==> src/rtl/hazard_stall_ctrl.sv <==
// Hazard and stall controller for the 5-stage Tronsister pipeline: load-use
// interlock, taken-branch flush, MEM-wait freeze with watchdog, perf counters.
module hazard_stall_ctrl #(
  parameter int unsigned TIMEOUT_CYCLES = 256
) (
  input  logic        clk,
  input  logic        rst_n,
  input  logic [4:0]  regfile_addr1_ID,
  input  logic [4:0]  regfile_addr2_ID,
  input  logic        reg_read1_ID,
  input  logic        reg_read2_ID,
  input  logic [4:0]  reg_addr_EX,
  input  logic        reg_write_EX,
  input  logic        MemtoReg_EX,
  input  logic        branch_taken_EX,
  input  logic        mem_req_MEM,
  input  logic        mem_ready,
  input  logic        clr_counters,
  output logic        stall_PC,
  output logic        stall_IFID,
  output logic        stall_IDEX,
  output logic        stall_EXMEM,
  output logic        flush_IFID,
  output logic        bubble_IDEX,
  output logic        bubble_MEMWB,
  output logic [1:0]  hazard_state,
  output logic        mem_timeout,
  output logic [15:0] stall_cycles,
  output logic [15:0] flush_count
);

  typedef enum logic [1:0] {
    ST_RUN      = 2'b00,
    ST_MEM_WAIT = 2'b01,
    ST_ERROR    = 2'b10
  } state_e;

  localparam logic [15:0] WAIT_LIMIT = 16'(TIMEOUT_CYCLES - 1);
  localparam logic [15:0] CNT_MAX    = 16'hFFFF;

  state_e      state_q, state_d;
  logic [15:0] wait_cnt_q, wait_cnt_d;
  logic        mem_timeout_q, mem_timeout_d;
  logic [15:0] stall_cycles_q, stall_cycles_d;
  logic [15:0] flush_count_q, flush_count_d;

  logic load_use;
  logic mem_stall;
  logic freeze;

  // Register 0 is deliberately not excluded so this matches the forwarding unit.
  assign load_use = reg_write_EX & MemtoReg_EX &
                    ((reg_read1_ID & (regfile_addr1_ID == reg_addr_EX)) |
                     (reg_read2_ID & (regfile_addr2_ID == reg_addr_EX)));
  assign mem_stall = mem_req_MEM & ~mem_ready;
  assign freeze    = (state_q == ST_ERROR) | mem_stall;

  // NOTE: every output gets a default first, so no path leaves one unassigned
  // and no latch is inferred.
  always_comb begin
    stall_PC     = 1'b0;
    stall_IFID   = 1'b0;
    stall_IDEX   = 1'b0;
    stall_EXMEM  = 1'b0;
    flush_IFID   = 1'b0;
    bubble_IDEX  = 1'b0;
    bubble_MEMWB = 1'b0;
    if (freeze) begin
      stall_PC     = 1'b1;
      stall_IFID   = 1'b1;
      stall_IDEX   = 1'b1;
      stall_EXMEM  = 1'b1;
      bubble_MEMWB = 1'b1;
    end else if (branch_taken_EX) begin
      // The ID instruction is squashed, so any load-use on it is moot.
      flush_IFID  = 1'b1;
      bubble_IDEX = 1'b1;
    end else if (load_use) begin
      stall_PC    = 1'b1;
      stall_IFID  = 1'b1;
      bubble_IDEX = 1'b1;
    end
  end

  always_comb begin
    state_d       = state_q;
    wait_cnt_d    = wait_cnt_q;
    mem_timeout_d = mem_timeout_q;
    if (state_q != ST_ERROR) begin
      if (mem_stall) begin
        if (wait_cnt_q == WAIT_LIMIT) begin
          state_d       = ST_ERROR;
          mem_timeout_d = 1'b1;
        end else begin
          state_d    = ST_MEM_WAIT;
          wait_cnt_d = wait_cnt_q + 16'd1;
        end
      end else begin
        state_d    = ST_RUN;
        wait_cnt_d = 16'd0;
      end
    end
  end

  always_comb begin
    stall_cycles_d = stall_cycles_q;
    flush_count_d  = flush_count_q;
    if (clr_counters) begin
      stall_cycles_d = 16'd0;
      flush_count_d  = 16'd0;
    end else begin
      if (stall_PC && stall_cycles_q != CNT_MAX) stall_cycles_d = stall_cycles_q + 16'd1;
      if (flush_IFID && flush_count_q != CNT_MAX) flush_count_d = flush_count_q + 16'd1;
    end
  end

  // NOTE: sequential state uses non-blocking assignments so every flop samples
  // the pre-edge values regardless of statement order.
  always_ff @(posedge clk or negedge rst_n) begin
    if (!rst_n) begin
      state_q        <= ST_RUN;
      wait_cnt_q     <= 16'd0;
      mem_timeout_q  <= 1'b0;
      stall_cycles_q <= 16'd0;
      flush_count_q  <= 16'd0;
    end else begin
      state_q        <= state_d;
      wait_cnt_q     <= wait_cnt_d;
      mem_timeout_q  <= mem_timeout_d;
      stall_cycles_q <= stall_cycles_d;
      flush_count_q  <= flush_count_d;
    end
  end

  assign hazard_state = state_q;
  assign mem_timeout  = mem_timeout_q;
  assign stall_cycles = stall_cycles_q;
  assign flush_count  = flush_count_q;

endmodule

==> config.mk <==
export PLATFORM = sky130hd
export DESIGN_NAME = hazard_stall_ctrl
export DESIGN_NICKNAME = d
export VERILOG_FILES = /design/src/rtl/hazard_stall_ctrl.sv
export SDC_FILE = /design/constraint.sdc
export NUM_CORES = 1
export LEC_CHECK = 0
export BUFFER_PORTS_ARGS = -buffer_cell sky130_fd_sc_hd__buf_2
export CORE_UTILIZATION = 48
export CTS_BUF_LIST = sky130_fd_sc_hd__clkbuf_16
export CTS_CLUSTER_SIZE = 30
export DETAILED_ROUTE_END_ITERATION = 10
export PLACE_DENSITY = 0.83
export SYNTH_ARGS = -nofsm -noshare
export SYNTH_HDL_FRONTEND = slang
export SYNTH_SLANG_ARGS = --single-unit
==> constraint.sdc <==
create_clock -name clk -period 1.7 [get_ports clk]
set_input_delay 0.17 -clock clk [delete_from_list [all_inputs] [get_ports clk]]
set_output_delay 0.17 -clock clk [all_outputs]
set_load 0.02 [all_outputs]
==> results of run 1 <==
power breakdown:
part / internal, mW / switching, mW
registers: 1.22 / 0.00618
logic: 0.0749 / 0.104
clock network: 0.562 / 0.487
total: 1.86 / 0.597
worst max-delay path by stage:
| stage | start | endpoint | slack [ns] | depth (start not counted) |
|---|---|---|---|---|
| final | stall_cycles[10] | stall_cycles[1] | -0.02 | 6 |
| after global placement | regfile_addr1_ID[2] | stall_cycles[11] | -0.02 | 8 |
| after global routing | stall_cycles[10] | stall_cycles[1] | -0.16 | 6 |
| after detailed placement | reg_addr_EX[2] | stall_cycles[11] | -0.10 | 8 |
| after CTS | wait_cnt_q[0] | wait_cnt_q[14] | -0.01 | 8 |
| after floorplan | stall_cycles[0] | stall_cycles[1] | -0.12 | 8 |
what timing repair did:
action | 4_1_cts | 5_1_grt
resized for setup | 14 | 65
hold buffers | 1 | 0
pin swaps | 7 | 31
setup buffers | 6 | 17
setup endpoints to repair | 7 | 46
endpoints found under the hold margin | 51 | 0
layer usage:
layer	up-vias	wire length [um]	track usage, %
met5	-	0	0
met4	0	183	9.82
met3	22	342	5.40
met2	86	4430	44.9
met1	1431	3340	28.8
li1	1364	-	-
cell usage in the layout (no fill, tap or decap), drive strengths merged:
cell	instances
a21oi	12
a22o	1
a31o	1
a31oi	3
and2	2
and3	9
and3b	1
and4	3
buf	129
clkbuf	5
clkinv	2
dfrtp	51
dlygate4sd3	1
ha	3
inv	10
mux2i	3
nand2	22
nand2b	5
nand3	29
nand3b	1
nand4	10
nor2	34
nor2b	2
nor3	4
nor4	6
o2111ai	1
o211ai	3
o21a	2
o21ai	36
o21bai	1
o221a	1
o311ai	1
o31ai	3
or3	10
xnor2	11
xor2	19
cell families after synthesis:
family | synth area share (%)
simple gates | 25.9
compound gates | 14.4
flops | 44.8
fa+ha+maj | 1.32
xor+xnor | 9.22
mux | 1.05
buf+inv | 3.29
state kept, by name, summed over array words and instances, names as in the netlist:
name          flops
stall_cycles     16
wait_cnt_q       16
hazard_state      2
flush_count      16
mem_timeout       1
final cells by class:
type | instances | area [um^2] | area share (%)
timing repair buffer | 130 | 860 | 20.3
sequential | 51 | 1290 | 30.4
multi-input combinational | 239 | 1810 | 42.7
inverter | 9 | 36.3 | 0.857
tap | 72 | 90.1 | 2.13
clock buffer | 5 | 125 | 2.96
clock inverter | 3 | 28.8 | 0.680
worst reg2reg max path, cell delays in order (launching register included):
cell     delay, ns
dfrtp_1       0.35
nand4_1       0.22
nor3_4        0.26
nand4_1       0.19
o21ai_4       0.24
mux2i_1       0.27
nor2_1        0.08
stage by stage:
stage | area [um^2] | worst slack, ns
finish | 4230 | -0.0166
global route | 4230 | -0.163
CTS | 3880 | -0.0113
detailed placement | 3600 | -0.101
global placement | 3600 | -0.0191
floorplan | 2930 | -0.121
==> flow_metrics.py, run 1 <==
metrics = {
    "status": {
        "status": "finished with violations",
        "violations": "setup timing",
    },
    "detailed_routing": {
        "firstDrtPassIters": 4,
        "drtIter0Drc": 146,
        "routed_wirelength_mm": 8.30,
        "routedWlPerCell_um": 16.3,
        "vias_per_cell": 5.70,
        "drc": 0,
        "drt.antenna.violating_nets": 0,
        "dr_total_vias": 2903,
    },
    "sta": {
        "period_share_pct": 101,
        "setup_ws_ns": -0.0166,
        "fin_skew_ns": 0.0114,
        "tightest_slew_ns": 0.481,
        "period_needed_ns": 1.72,
        "grt_setup_unrepaired": "yes",
        "setup_viol": 4,
        "slew-limit-headroom_pct": 67.8,
        "tns_ns": -0.0363,
        "slew_violations": 0,
        "finalHoldViolCount": 0,
        "max_freq_ghz": 0.583,
        "hold_slack_ns": 0.297,
    },
    "clock_network": {
        "cts_buffers": 5,
        "cts_max_level": 2,
        "cts.sinks": 51,
        "clk_pin_slew_ns": 0.08,
        "clk_path_buf_depth": 2,
        "cts_tree": "built",
        "clkLatencyLatePin_ns": 0.30,
        "cts-root-buf": "clkbuf_16",
    },
    "finish": {
        "instances_no_fill": 509,
        "final_core_util_pct": 75.5,
        "area_growth_pct": 48.5,
        "fin_nets": 464,
        "num_antenna_cells": 0,
        "drive_above_1_share_pct": 47.4,
        "fillerInstances": 359,
    },
    "power": {
        "p_leak_nw": 1.95,
        "power_density_nw_per_um2": 580,
        "ir_drop_mv": 0.410,
        "power.total_mw": 2.45,
    },
    "logic_synthesis": {
        "synth-seq-cells": 51,
        "synth_edf_count": 0,
        "syn_avg_cell_area_um2": 9.22,
        "syn_inst": 309,
        "synth_top_cell_by_area": "dfrtp_1",
        "yosys-top-cells-count": "dfrtp_1, nor2_1, nand3_1",
        "synth_ff_type": "dfrtp_1",
        "netlist_top_cells_area": "dfrtp_1, xor2_1, nand3_1",
        "ys_types": 47,
        "ys_warn_count": 0,
        "syn-cell-area_um2": 2850,
        "yosysMostFrequentCell": "dfrtp_1",
        "syn-num-nets": 337,
        "ys_async_sr_fraction_pct": 100,
        "seq_area_frac_synth_pct": 44.8,
        "synth_top_area_share_pct": 44.8,
    },
    "floorplanning": {
        "start_util_pct": 50.8,
        "die_area_um2": 6250,
        "io_pins": 67,
        "die_w_um": 79.1,
        "dieHeight_um": 79.1,
        "core_um2": 5610,
        "fp-row-count": 27,
    },
    "critical_path": {
        "crit_path_max_fanout": 19,
        "crit_path_cell_trace": "nand4_1 > nor3_4 > nand4_1 > o21ai_4 > mux2i_1 > nor2_1",
        "worstPathArrival_ns": 1.90,
        "crit_slowest_cell": "dfrtp_1",
        "critPathLaunchType": "flop",
        "cp_slowest_stage_delay_ns": 0.35,
        "cpLargestDelayFamily": "simple AND/OR/NAND/NOR gates",
        "reg2regPathDepth": 6,
        "crit_top_cell": "nand4_1",
        "r2r-start": "stall_cycles[10]",
        "worstReg2RegEnd": "stall_cycles[1]",
        "crit_buf_inv": 0,
        "r2r_slack_ns": -0.02,
        "crit_path_end_kind": "flop",
        "required_ns": 1.89,
        "crit_type": "flop to flop",
    },
    "placed_design": {
        "dp_hpwl_mm": 5.06,
        "place_inst": 478,
        "buffer_ports.inserted": 66,
        "place.gp.congestion": 0.857,
    },
    "worst_hold_path": {
        "worstHoldPathType": "primary input to flop",
        "hp-start": "clr_counters",
        "worstHoldPathCells": 2,
        "min_to": "flush_count[13]",
    },
    "grt": {
        "gr-total-overflow": 0,
        "grt_first_pass_wirelength_mm": 12.2,
        "grt_pass1_vias": 2799,
        "antenna_found_initial": 0,
        "grt_max_degree": 52,
        "grt_usage_pct": 25.0,
    },
    "run": {
        "maxCapViolations": 0,
    },
}
(Power assumes the default switching activity.)
==> inputs of run 2 (changes only) <==
==> constraint.sdc (replaced) <==
create_clock -name clk -period 1.7 [get_ports clk]
set_input_delay 0.34 -clock clk [delete_from_list [all_inputs] [get_ports clk]]
set_output_delay 0.34 -clock clk [all_outputs]
set_load 0.02 [all_outputs]
==> flow_metrics.py, run 2 (synthesis gave the netlist of run 1 again) <==
metrics = {
    "clock_network": {
        "cts_max_level": 2,
        "clk_path_buf_depth": 2,
        "cts.sinks": 51,
        "cts_buffers": 5,
        "clkLatencyLatePin_ns": 0.30,
        "cts-root-buf": "clkbuf_16",
        "cts_tree": "built",
        "clk_pin_slew_ns": 0.08,
        "postCtsHoldBufs": 0,
    },
    "critical_path": {
        "crit_path_end_kind": "flop",
        "crit_path_max_fanout": 4,
        "crit_path_cell_trace": "and3_4 > nand3_4 > nor2_4 > buf_6 > nand4_1 > or3_1 > a21oi_1",
        "crit_type": "flop to flop",
        "crit_buf_inv": 1,
        "required_ns": 1.92,
        "cpLargestDelayFamily": "simple AND/OR/NAND/NOR gates",
        "worstPathArrival_ns": 2.06,
        "crit_slowest_cell": "dfrtp_1",
        "cp_slowest_stage_delay_ns": 0.43,
        "r2r_slack_ns": -0.14,
        "critPathLaunchType": "flop",
    },
    "placed_design": {
        "place.gp.congestion": 0.865,
        "buffer_ports.inserted": 66,
        "dp_hpwl_mm": 5.10,
        "place_inst": 479,
        "post_dp_cell_area_um2": 3630,
    },
    "sta": {
        "period_share_pct": 108,
        "slew_violations": 0,
        "slew-limit-headroom_pct": 73.2,
        "tightest_slew_ns": 0.398,
        "setup_viol": 23,
        "setup_ws_ns": -0.138,
        "fin_skew_ns": 0.0103,
        "grt_setup_unrepaired": "yes",
        "period_needed_ns": 1.84,
        "finalHoldViolCount": 0,
        "tns_ns": -1.38,
        "max_freq_ghz": 0.544,
    },
    "detailed_routing": {
        "drc": 0,
        "top_layer": "met4",
        "met1_length_mm": 3.71,
        "drtIter0Drc": 210,
        "drt.antenna.violating_nets": 0,
        "dr_total_vias": 3098,
        "routed_wirelength_mm": 9.71,
        "routedWlPerCell_um": 18.9,
        "vias_per_cell": 6.03,
        "firstDrtPassIters": 5,
        "wl_met2_mm": 5.15,
        "met3_length_um": 445,
    },
    "grt": {
        "grt_usage_pct": 25.9,
        "grt_first_pass_wirelength_mm": 12.7,
        "gr-total-overflow": 0,
        "antenna_found_initial": 0,
        "grt_max_degree": 52,
        "grt_pass1_vias": 2819,
    },
    "finish": {
        "num_antenna_cells": 0,
        "drive_above_1_share_pct": 48.2,
        "final_core_util_pct": 78.1,
        "fin_area_um2": 4380,
        "fin_nets": 469,
        "area_growth_pct": 53.6,
        "layout_common_cells": "buf_4, buf_2, dfrtp_1, nor2_1, o21ai_1",
        "final_common_cell": "buf_4",
        "instances_no_fill": 514,
    },
    "run": {
        "maxCapViolations": 0,
    },
    "floorplanning": {
        "start_util_pct": 50.8,
        "io_pins": 67,
        "core_um2": 5610,
        "fp-row-count": 27,
        "dieHeight_um": 79.1,
        "die_w_um": 79.1,
        "die_area_um2": 6250,
    },
    "power": {
        "power_density_nw_per_um2": 630,
        "ir_drop_mv": 0.353,
        "p_leak_nw": 2.02,
    },
    "status": {
        "violations": "setup timing",
        "status": "finished with violations",
    },
    "worst_hold_path": {
        "worstHoldPathType": "primary input to asynchronous set/reset pin",
    },
}
==> run 2: cell type report <==
class,instances,area (um^2)
flip-flops and latches,51,1290
well taps,72,90.1
clock inverters,3,67.6
multi-input cells,241,1820
fillers,325,1230
inverters,9,36.3
clock buffers,5,125
repair buffers,133,945
==> run 2: metal layers <==
metal / vias up / track usage [%]
met2: 132 / 47.4
met5: - / 0
met4: 0 / 10.4
met3: 44 / 4.94
li1: 1375 / -
met1: 1547 / 29.4
==> run 2: what timing repair did <==
action | in CTS | in global routing
pin swaps | 12 | 40
cloned | 1 | 1
buffers inserted | 7 | 18
endpoints found under the hold margin | 0 | 0
setup endpoints to repair | 16 | 41
gates resized for setup | 22 | 67
==> run 2: through the flow <==
stage	hold slack, ns	power, mW	worst slack (ns)
floorplan	0.0444	1.32	-0.121
global placement	0.349	1.42	-0.153
detailed placement	0.348	1.42	-0.232
CTS	0.0446	2.72	-0.0715
global route	0.0463	2.82	-0.219
finish	0.0165	2.76	-0.138
==> run 2: where the power goes <==
group,total [mW],internal [mW],switching (mW)
logic,0.207,0.0959,0.112
clock network,1.33,0.844,0.482
registers,1.23,1.22,0.00662
total,2.76,2.16,0.600
==> run 2: final timing paths <==
kind                                  from               end  cells past startpoint
setup / recovery           stall_cycles[3]  stall_cycles[15]                      7
hold / removal                       rst_n  stall_cycles[11]                      2
setup reg to reg           stall_cycles[3]  stall_cycles[15]                      7
hold reg to reg                mem_timeout       mem_timeout                      1
max in group asynchronous            rst_n   hazard_state[1]                      2
min in group clk              clr_counters    flush_count[4]                      2
